===== src/rtl/trace_capture.sv =====
// rtl/trace_capture.sv - trace capture buffer: arm, record observed bytes, stop or fill, drain oldest-first; optional CAPTURE_DEDUP_EN suppresses repeated records
module trace_capture #(
  parameter int DEPTH = 16
) (
  input  logic                     clock,
  input  logic                     reset,
  input  logic                     arm,
  input  logic                     stop,
  input  logic [5:0]               x_obs,
  input  logic                     stbi_obs,
  input  logic                     obs_flag,
  input  logic                     rd_en,
  output logic [7:0]               rd_data,
  output logic                     rd_valid,
  output logic [$clog2(DEPTH):0]   count,
  output logic [1:0]               state,
  output logic                     ovf
);

  localparam int AW = $clog2(DEPTH);

  typedef enum logic [1:0] {
    ST_IDLE    = 2'd0,
    ST_CAPTURE = 2'd1,
    ST_DONE    = 2'd2
  } state_t;

  state_t         r_state;
  state_t         w_next;

  logic [AW-1:0]  r_wptr;
  logic [AW-1:0]  r_rptr;
  logic [AW:0]    r_count;
  logic           r_ovf;
  logic [7:0]     r_rd_data;
  logic           r_rd_valid;
  logic [7:0]     r_mem [DEPTH];

  logic [7:0]     w_rec;
  logic           w_new;
  logic           w_last_slot;
  logic           w_start;
  logic           w_wr;
  logic           w_fill;
  logic           w_pop;

  assign w_rec       = {obs_flag, stbi_obs, x_obs};
  // The write that lands in the last free slot is the one that fills the buffer.
  assign w_last_slot = (r_count == (AW+1)'(DEPTH - 1));

`ifdef CAPTURE_DEDUP_EN
  logic [7:0] r_last;
  logic       r_have_last;

  assign w_new = !r_have_last || (w_rec != r_last);

  // Remember the most recent record written in this capture for duplicate suppression.
  always_ff @(posedge clock or posedge reset) begin
    if (reset) begin
      r_last      <= 8'h00;
      r_have_last <= 1'b0;
    end else if (w_start) begin
      r_have_last <= 1'b0;
    end else if (w_wr) begin
      r_last      <= w_rec;
      r_have_last <= 1'b1;
    end
  end
`else
  assign w_new = 1'b1;
`endif

  // State register.
  always_ff @(posedge clock or posedge reset) begin
    if (reset) begin
      r_state <= ST_IDLE;
    end else begin
      r_state <= w_next;
    end
  end

  // Next-state and per-cycle control strobes; stop has priority over a filling write.
  always_comb begin
    w_next  = r_state;
    w_start = 1'b0;
    w_wr    = 1'b0;
    w_fill  = 1'b0;
    w_pop   = 1'b0;
    case (r_state)
      ST_IDLE: begin
        if (arm) begin
          w_start = 1'b1;
          w_next  = ST_CAPTURE;
        end
      end
      ST_CAPTURE: begin
        if (stop) begin
          w_next = ST_DONE;
        end else if (w_new) begin
          w_wr = 1'b1;
          if (w_last_slot) begin
            w_fill = 1'b1;
            w_next = ST_DONE;
          end
        end
      end
      ST_DONE: begin
        if (r_count == '0) begin
          w_next = ST_IDLE;
        end else if (rd_en) begin
          w_pop = 1'b1;
        end
      end
      default: begin
        w_next = ST_IDLE;
      end
    endcase
  end

  // Pointers, occupancy, overflow flag and registered read port.
  always_ff @(posedge clock or posedge reset) begin
    if (reset) begin
      r_wptr     <= '0;
      r_rptr     <= '0;
      r_count    <= '0;
      r_ovf      <= 1'b0;
      r_rd_data  <= 8'h00;
      r_rd_valid <= 1'b0;
    end else begin
      r_rd_valid <= w_pop;
      if (w_start) begin
        r_wptr  <= '0;
        r_rptr  <= '0;
        r_count <= '0;
        r_ovf   <= 1'b0;
      end
      if (w_wr) begin
        r_wptr  <= r_wptr + AW'(1);
        r_count <= r_count + (AW+1)'(1);
      end
      if (w_fill) begin
        r_ovf <= 1'b1;
      end
      if (w_pop) begin
        r_rd_data <= r_mem[r_rptr];
        r_rptr    <= r_rptr + AW'(1);
        r_count   <= r_count - (AW+1)'(1);
      end
    end
  end

  // Trace storage; contents are irrelevant after reset so it carries no reset.
  always_ff @(posedge clock) begin
    if (w_wr) begin
      r_mem[r_wptr] <= w_rec;
    end
  end

  assign rd_data  = r_rd_data;
  assign rd_valid = r_rd_valid;
  assign count    = r_count;
  assign state    = r_state;
  assign ovf      = r_ovf;

endmodule


===== config.mk =====
export PLATFORM = sky130hd
export DESIGN_NAME = trace_capture
export DESIGN_NICKNAME = d
export VERILOG_FILES = /design/src/rtl/trace_capture.sv
export SDC_FILE = /design/constraint.sdc
export NUM_CORES = 1
export LEC_CHECK = 0
export ABC_AREA = 0
export BUFFER_PORTS_ARGS = -buffer_cell sky130_fd_sc_hd__buf_2
export CAP_MARGIN = 20
export CORE_ASPECT_RATIO = 0.75
export CORE_MARGIN = 1.5
export CORE_UTILIZATION = 55
export CTS_BUF_LIST = sky130_fd_sc_hd__clkbuf_4
export DETAILED_ROUTE_END_ITERATION = 12
export PLACE_DENSITY = 0.78
export RECOVER_POWER = 100
export SLEW_MARGIN = 25
export SYNTH_ARGS = -nofsm -noshare
export SYNTH_HDL_FRONTEND = slang
export SYNTH_SLANG_ARGS = --single-unit

===== constraint.sdc =====
create_clock -name clock -period 2.3 [get_ports clock]
set_input_delay 0.115 -clock clock [delete_from_list [all_inputs] [get_ports clock]]
set_output_delay 0.115 -clock clock [all_outputs]
set_load 0.01 [all_outputs]

# Word-level counts from Yosys, hierarchy flattened

Memories as Yosys holds them, arrays and structs flattened. A register that Yosys moved wholly into a read port is not among the register bits.
Cells that the tools add are included.

Memories kept: 1
RAM bits: 128
Register bits: 17
Output and inout port bits: 17

Reduce and logical (&&, ||, !) cells: 7
Add/sub/neg operators: 4
Mux-type cells: 25
Equal/unequal tests: 6

Memory list:

| memory | words | bits a word | read ports | clocked after memory_dff | write ports | line | source |
|---|---|---|---|---|---|---|---|
| r_mem  | 16    | 8           | 1          | 1                        | 1           | 37   | `logic [7:0] r_mem [DEPTH];` |

Operators with widths:

| cell                                                               | number |
|---|---|
| 5-bit 2-to-1 mux                                                   | 3 |
| 1-bit 2-to-1 mux                                                   | 14 |
| 4-bit 2-to-1 mux                                                   | 3 |
| 4-bit by 1-bit adder with 4-bit output, second input constant      | 2 |
| 2-bit 2-to-1 mux                                                   | 4 |
| 2-bit one-hot mux with 3 select lines                              | 1 |
| 2-bit nonzero test                                                 | 3 |
| 5-bit by 1-bit adder with 5-bit output, second input constant      | 1 |
| 5-bit by 4-bit == test with 1-bit output, second input constant    | 1 |
| 5-bit logical NOT                                                  | 1 |
| 5-bit by 1-bit subtractor with 5-bit output, second input constant | 1 |
| 2-bit != test, second input constant                               | 2 |
| 3-bit != test, second input constant                               | 1 |
| 3-bit AND reduction                                                | 1 |
| 3-bit nonzero test                                                 | 1 |
| 2-bit by 1-bit == test with 1-bit output, second input constant    | 1 |
| 2-bit == test, second input constant                               | 1 |
| 2-bit logical NOT                                                  | 1 |

# Depth between registers and ports, before layout

Gate-level depths: netlist of run 1.

Depth in word-level cells: 5
Depth in mapped cells: 8
Mapped depth without buffers: 7

# Worst setup path after synthesis of run 1

No wires, ideal clock.

Path kind: reg2reg
Start point: register r_state[1] (netlist: state[1])
End point: memory r_mem[11][0], enable pin
Arrival: 1710 ps
Path slack: 258 ps
Buffers on the path: 1
Clock period less this slack: 2042 ps
Library setup time: 332 ps
Cell stages (with the launch flop): 5
Cell sequence: dfrtp_1 or3b_2 clkbuf_1 nor3b_1 and2_1

Cells in the longest elaborated chain, start to end: 4

RTL lines:

| what                                     | line | source |
|---|---|---|
| start: declaration                       | 28   | `state_t r_state;` |
| start signal: assignment                 | 78   | `r_state <= w_next;` |
| 2-bit by 1-bit == test with 1-bit output | 89   | `case (r_state)` |
| 1-bit 2-to-1 mux                         | 89   |  |
| 1-bit 2-to-1 mux                         | 154  | `if (w_wr) begin` |
| 1-bit 2-to-1 mux (implied by the code)   | 155  | `r_mem[r_wptr] <= w_rec;` |
| end: declaration                         | 37   |  |

Every way passes these cells.

# Final worst setup path of run 1

Start point: register r_count[0] (netlist: count[0])
End point: register r_rptr[2]

Cells in the longest elaborated chain, start to end: 4
Elaborated cells between the ends (all ways): 5
Classes of those cells: mux (3); reduce/logical (2)

RTL lines:

| what                                                          | line | source |
|---|---|---|
| start: declaration                                            | 33   | `logic [AW:0] r_count;` |
| start signal: assignment                                      | 139  | `r_count <= r_count + (AW+1)'(1);` |
| start signal: assignment                                      | 147  | `r_count <= r_count - (AW+1)'(1);` |
| 5-bit logical NOT *                                           | 108  | `if (r_count == '0) begin` |
| 1-bit 2-to-1 mux *                                            | 108  |  |
| 1-bit 2-to-1 mux *                                            | 89   |  |
| 4-bit 2-to-1 mux / 2-bit nonzero test (equally long branches) | n/a  |  |
| end signal: assignment                                        | 146  | `r_rptr <= r_rptr + AW'(1);` |
| end: declaration                                              | 32   | `logic [AW-1:0] r_rptr;` |

Mark *: on every way between the ends. The rest lies on a longest branch, timed or not.
A chain may end at the register's enable or synchronous reset.

==> results of run 1 <==
==> sequential cells by signal (all words and copies together), names as in the netlist <==
register / cells
state: 2
r_rptr: 4
r_wptr: 4
count: 5
ovf: 1
r_mem: 128
rd_valid: 1
rd_data: 8
==> metrics by stage <==
stage	std cells	total power, mW	util [%]
after CTS	538	6.046	63.61
after global placement	495	4.493	60.25
after global routing	542	6.257	63.33
after floorplan	331	4.113	-
final	542	5.984	63.33
after detailed placement	495	4.543	60.25
==> power by group <==
part	switching, mW	internal (mW)
sequential	0.186	3.20
clock	0.965	0.548
combinational	0.649	0.442
==> cells by family after synthesis <==
family / count (synthesis) / synth area share, %
AOI/OAI and AO/OA: 35 / 4.743
xor gates and xnor gates: 1 / 0.1413
and+or+nand+nor: 66 / 6.095
buffers and inverters: 25 / 1.897
muxes: 43 / 13.42
adders and majority gates: 8 / 1.615
DFF: 153 / 72.09
==> path summary, 6_finish.rpt <==
kind                       cells past startpoint               endpoint  slack (ns)
max                                            7  r_rptr[2]$_DFFE_PP0P_        0.08
min                                            3   state[0]$_DFFE_PP0P_        0.11
max reg2reg                                    7  r_rptr[2]$_DFFE_PP0P_        0.08
min reg2reg                                    1        ovf$_DFFE_PP0P_        0.53
max in group asynchronous                      3  r_rptr[2]$_DFFE_PP0P_        1.66
min in group asynchronous                      3   count[4]$_DFFE_PP0P_        0.16
==> routing by layer <==
layer	vias to the layer above	global-route usage (%)	share of wire, %
met4	0	5.682	0.53
met3	6	7.025	9.5
met1	1660	34.07	46
met2	128	30.84	44
met5	-	0	0
li1	1445	-	-
==> repair_timing <==
action | in CTS | in global routing
buffers inserted | 0 | 4
endpoints found under the hold margin | 156 | 0
hold buffers | 11 | 0
gates resized for setup | 0 | 4
setup endpoints to repair | 0 | 24
==> final cells by class <==
class | count | area share, %
Inverter | 7 | 0.4514
Clock inverter | 14 | 1.770
Sequential cell | 153 | 64.52
Multi-Input combinational cell | 153 | 23.26
Timing Repair Buffer | 57 | 5.525
Clock buffer | 18 | 1.950
Tap cell | 140 | 2.528
==> critical path: cells and delay by family (launching register included) <==
| family | cells | cell delay (ns) |
|---|---|---|
| fa+ha+maj | 1 | 0.20 |
| flops | 1 | 0.47 |
| mux | 2 | 0.48 |
| buf+inv | 2 | 0.27 |
| simple gates | 2 | 0.70 |
==> cell usage in the layout, fill, tap and decap left out, types with 4 or more instances in the layout <==
master and count:
clkinvlp_4 6, buf_12 4, inv_1 5, clkbuf_1 26, buf_2 6, buf_4 5, nand3_1 8, o21ai_0 8
clkbuf_4 19, mux4_2 32, mux2i_1 10, edfxtp_1 128, and2_0 5, and2_1 9, nand2_1 11, inv_6 4
a221oi_2 8, clkbuf_2 4, nor2_1 13, o22ai_1 9, ha_1 8, dfrtp_1 24, dlygate4sd3_1 11
==> out/qor.yml, run 1 <==
timing:
  setup_viol: 0
  worst_slack_ns: 0.08241
  fin_skew_ns: 0.04179
  fin_crit_sh_pct: 96.42
  hold_viol: 0
  fin_tns_setup_ns: 0
  tightest_slew_ns: 0.9074
  fmax_mhz: 450.9
  max_slew_margin_pct: 39.13
  timing.final.max_slew_violations: 0
  min_period_ns: 2.218
  grt_setup_unrepaired: "no"
  hold_ws_ns: 0.1073
hold_path:
  hp-start: "arm"
  hold_path_class: "in2reg"
drt:
  num_vias: 3239
  wirelength_um: 11940
  remaining_drc_errors: 0
  wl_per_cell_um: 22.04
  drt_iter0_drc: 419
  drt_first_pass_iters: 4
  vias_per_cell: 5.976
  ant_nets: 0
floorplanning:
  start_util_pct: 56.66
  fp.dieW_um: 125.6
  die_h_um: 94.95
  rows: 33
  dieArea_um2: 11920
  core_um2: 10940
  io_pins: 30
yosys:
  synth.distinct_cells: 41
  synth_area_per_cell_um2: 18.73
  synth_edf_count: 128
  synth_nets: 352
  yosys_warnings: 0
  synth-seq-cells: 153
  async_flop_share_pct: 16.34
  synthesis.area_um2: 6200
  ys_seq_area_share_pct: 72.09
  yosysTopAreaCell: "edfxtp_1"
  synthCells: 331
  synth_flop_cell: "edfxtp_1"
  yosysTopAreaCellShare_pct: 62.00
  ys_top_cells_by_count: "edfxtp_1 (128), mux4_2 (32), dfrtp_1 (25)"
  synth_area_leaders: "edfxtp_1 (62%), mux4_2 (12%), dfrtp_1 (10%)"
  synth.most_common_cell: "edfxtp_1"
clock_network:
  cts_sinks: 153
  worstSkewPairLatency_ns: 0.55
  htreeDepth: 4
  cts_tree: "built"
  root_buffer: "clkbuf_4"
  clock_path_buffers: 2
  clk_pin_slew_ns: 0.16
  cts_made_buffers: 17
pwr:
  ir_worst_vdd_v: 0.0004770
  power.density_nw_per_um2: 863.7
  power_leakage_nw: 2.307
layout:
  num_antenna_cells: 0
  multi_input_area_um2: 1612
  fill_cells: 775
  seqCellArea_um2: 4471
  stdcell_area_um2: 6929
  nets: 410
  drive_gt1_share_pct: 24.88
  syn2layout_area_growth_pct: 11.77
critical_path:
  slowest_delay_ns: 0.53
  slowest_stage: "or4b_1"
  path_class: "reg2reg"
  required_ns: 2.76
  crit_fanout: 6
  startpoint_type: "flip-flop"
  cp_cell_sequence: "inv_1, ha_1, or4b_1, nand4b_4, buf_4, mux2_2, mux2i_1"
  reg2reg_from: "count[0]$_DFFE_PP0P_"
  cp.arrival_ns: 2.67
  setup.worst_path.start: "count[0]$_DFFE_PP0P_"
  crit_path_end_kind: "flip-flop"
placement:
  dp_hpwl_um: 7701
  port_buffers: 29
  place_ws_ns: 0.1371
  place.gp.congestion: 0.8323
  placed_area_um2: 6593
grt:
  grt_max_degree: 35
  grt_pass1_wl_um: 18850
  antenna_found_initial: 0
  grt_pass1_vias: 3247
  grtUsageTotal_pct: 22.15
  grt_overflow_total: 0
run_status:
  outcome: "finished, final reports clean"
run:
  cap_violations: 0
(Power assumes the default switching activity.)
==> run 2: changes to the inputs <==
ABC_AREA = 1   (was 0)
PLACE_DENSITY = 0.77   (was 0.78)
==> run 2 against run 1 <==
Non-clock buffer count increased by 3; largest cell class unchanged; clock power increased by 28%; synthesized cell count increased by 100%; area after synthesis increased by 9.7%; combinational power increased by 41%; largest power group unchanged; clock skew decreased by 0.024 ns; count of clock-buffer cells in the layout increased by 4; worst setup slack improved by 0.080 ns.
==> out/qor.yml, run 2 <==
layout:
  nets: 749  # was 410
  final_common_cell: "nand2_1"  # was edfxtp_1
  fin_cells: 904  # was 542
  drive_gt1_share_pct: 6.883  # was 24.88%
  largest_reg_flops: 128  # unchanged
  fill_cells: 1000  # was 775
  regMostFlops: "r_mem"  # unchanged
  final_cell_mix: "nand2_1 (213), edfxtp_1 (128), inv_1 (112)"  # was edfxtp_1 (128), mux4_2 (32), clkbuf_1 (26)
  syn2layout_area_growth_pct: 10.25  # was 11.77%
critical_path:
  slowest_delay_ns: 0.56  # was 0.53 ns
  crit_fanout: 7  # was 6
  slowest_stage: "dlygate4sd3_1"  # was or4b_1
  path_buf_inv: 2  # unchanged
  cp_cell_sequence: "inv_1, ha_1, nand4_1, nand3_1, nand3_1, o211ai_1, dlygate4sd3_1"  # was inv_1, ha_1, or4b_1, nand4b_4, buf_4, mux2_2, mux2i_1
  required_ns: 2.74  # was 2.76 ns
  startpoint_type: "flip-flop"  # unchanged
  cp_top_family: "buffers and inverters"  # was simple AND/OR/NAND/NOR gates
  cp.arrival_ns: 2.58  # was 2.67 ns
  path_common_cell: "nand3_1"
  path_class: "reg2reg"  # unchanged
  crit_path_end_kind: "flip-flop"  # unchanged
grt:
  met1_usage_pct: 33.88  # was 34.07%
  antenna_found_initial: 0  # unchanged
  grt_pass1_wl_um: 24540  # was 18,850 um
  met3_usage_pct: 8.104  # was 7.025%
  grt-busiest-layer: "met2"  # was met1
  use_met2_pct: 39.19  # was 30.84%
  grt_pass1_vias: 4748  # was 3,247
  grt_max_degree: 47  # was 35
  grt_overflow_total: 0  # unchanged
  grtUsageTotal_pct: 25.22  # was 22.15%
clock_network:
  post_cts_buffers: 0  # unchanged
  cts_tree: "built"  # unchanged
  clk_pin_slew_ns: 0.12  # was 0.16 ns
  cts_sinks: 153  # unchanged
  ctsHoldBuffers: 11  # unchanged
  htreeDepth: 4  # unchanged
  clock_path_buffers: 2  # unchanged
  cts_resized: 0  # unchanged
  cts_made_buffers: 17  # unchanged
  root_buffer: "clkbuf_4"  # unchanged
  worstSkewPairLatency_ns: 0.55  # about the same
floorplanning:
  start_util_pct: 57.49  # was 56.66%
  dieArea_um2: 13050  # was 11,920 um2
  io_pins: 30  # unchanged
  rows: 34  # was 33
  die_h_um: 99.29  # was 94.95 um
  core_um2: 11830  # was 10,940 um2
  fp.dieW_um: 131.4  # was 125.6 um
yosys:
  yosysTopAreaCellShare_pct: 56.53  # was 62.00%
  synth_area_leaders: "edfxtp_1 (57%), nand2_1 (12%), dfrtp_1 (9.2%)"  # was edfxtp_1 (62%), mux4_2 (12%), dfrtp_1 (10%)
  synth_area_per_cell_um2: 10.04  # was 18.73 um2
  synth.distinct_cells: 28  # was 41
  yosys_warnings: 0  # unchanged
  synth_nets: 698  # was 352
  synth_edf_count: 128  # unchanged
  yosysTopAreaCell: "edfxtp_1"  # unchanged
  synth-seq-cells: 153  # unchanged
  ys_seq_area_share_pct: 65.73  # was 72.09%
  synthCells: 677  # was 331
  synth.most_common_cell: "nand2_1"  # was edfxtp_1
  async_flop_share_pct: 16.34  # unchanged
  ys_top_cells_by_count: "nand2_1 (213), edfxtp_1 (128), inv_1 (112)"  # was edfxtp_1 (128), mux4_2 (32), dfrtp_1 (25)
  synthesis.area_um2: 6799  # was 6200 um2
  synth_flop_cell: "edfxtp_1"  # unchanged
timing:
  grt_setup_unrepaired: "no"  # unchanged
  fmax_mhz: 467.8  # was 450.9 MHz
  setup_viol: 0  # unchanged
  timing.final.max_slew_violations: 0  # unchanged
  max_slew_margin_pct: 34.34  # was 39.13%
  fin_crit_sh_pct: 92.94  # was 96.42%
  hold_viol: 0  # unchanged
  min_period_ns: 2.138  # was 2.218 ns
  fin_skew_ns: 0.01737  # was 0.04179 ns
  worst_slack_ns: 0.1624  # was 0.08241 ns
  fin_tns_setup_ns: 0  # unchanged
  tightest_slew_ns: 0.9849  # was 0.9074 ns
drt:
  num_vias: 4769  # was 3,239
  wirelength_um: 15150  # was 11,940 um
  wl_per_cell_um: 16.76  # was 22.04 um
  drt_first_pass_iters: 5  # was 4
  remaining_drc_errors: 0  # unchanged
  ant_nets: 0  # unchanged
  vias_per_cell: 5.275  # was 5.976
  drt_iter0_drc: 446  # was 419
pwr:
  power.density_nw_per_um2: 907.3  # was 863.7 nW/um2
  power_leakage_nw: 3.267  # was 2.307 nW
  ir_worst_vdd_v: 0.0005202  # was 0.0004770 V
run_status:
  outcome: "finished, final reports clean"  # unchanged
run:
  cap_violations: 0  # unchanged
placement:
  port_buffers: 29  # unchanged
  dp_hpwl_um: 9915  # was 7701 um
  place_ws_ns: 0.2618  # was 0.1371 ns
  place_inst: 859  # was 495
  place.gp.congestion: 0.8703  # was 0.8323
hold_path:
  hold_path_class: "in2reg"  # unchanged
-- run 2: cell families after synthesis --
kind of cell	after synthesis	synth area share [%]
xor+xnor	4	0.5154
fa+ha+maj	8	1.472
buf+inv	145	9.164
simple gates	353	21.81
flops	153	65.73
compound gates	14	1.307
-- run 2: final cells by class --
type | count | area [um2] | area share [%]
inverters | 117 | 439.2 | 5.859
clock inverters | 10 | 177.7 | 2.370
diodes | 1 | 2.502 | 0.03338
clock buffers | 22 | 165.2 | 2.203
repair buffers | 60 | 336.6 | 4.490
well taps | 162 | 202.7 | 2.704
flip-flops and latches | 153 | 4471 | 59.64
multi-input cells | 379 | 1702 | 22.70
-- run 2: worst reg2reg max path: cells and delay by family (launching register included) --
family,cells,cell delay [ns]
buf+inv,2,0.68
fa+ha+maj,1,0.27
flops,1,0.46
compound gates,1,0.09
simple gates,3,0.53
-- run 2: final timing paths --
path	slack, ns	end	from	depth (start not counted)
setup / recovery	0.16	count[4]$_DFFE_PP0P_	count[0]$_DFFE_PP0P_	7
hold / removal	0.06	state[0]$_DFFE_PP0P_	stop	6
setup reg to reg	0.16	count[4]$_DFFE_PP0P_	count[0]$_DFFE_PP0P_	7
hold reg to reg	0.49	rd_data[4]$_DFFE_PP0P_	rd_data[4]$_DFFE_PP0P_	2
max in group asynchronous	1.35	r_rptr[0]$_DFFE_PP0P_	reset	3
min in group asynchronous	0.31	rd_data[2]$_DFFE_PP0P_	reset	3
-- run 2: stage by stage --
stage	area, um2	hold slack [ns]	power, mW	utilization, %
after floorplan	6799	0.1423	4.409	-
after global placement	7107	0.3503	4.868	60.09
after detailed placement	7107	0.3869	4.918	60.09
after CTS	7560	0.001113	6.822	63.92
after global routing	7493	0.1113	7.139	63.36
final	7496	0.05564	6.801	63.38
-- run 2: routing by layer --
metal	up-vias	wire [um]	part of all wire (%)
met1	2299	6582	43
met5	-	0	0
li1	2286	-	-
met3	24	1224	8.1
met2	160	7036	46
met4	0	303	2.0
-- run 2: power breakdown --
group | switching (mW) | internal, mW
sequential | 0.137 | 3.18
combinational | 1.08 | 0.457
clock | 0.911 | 1.03
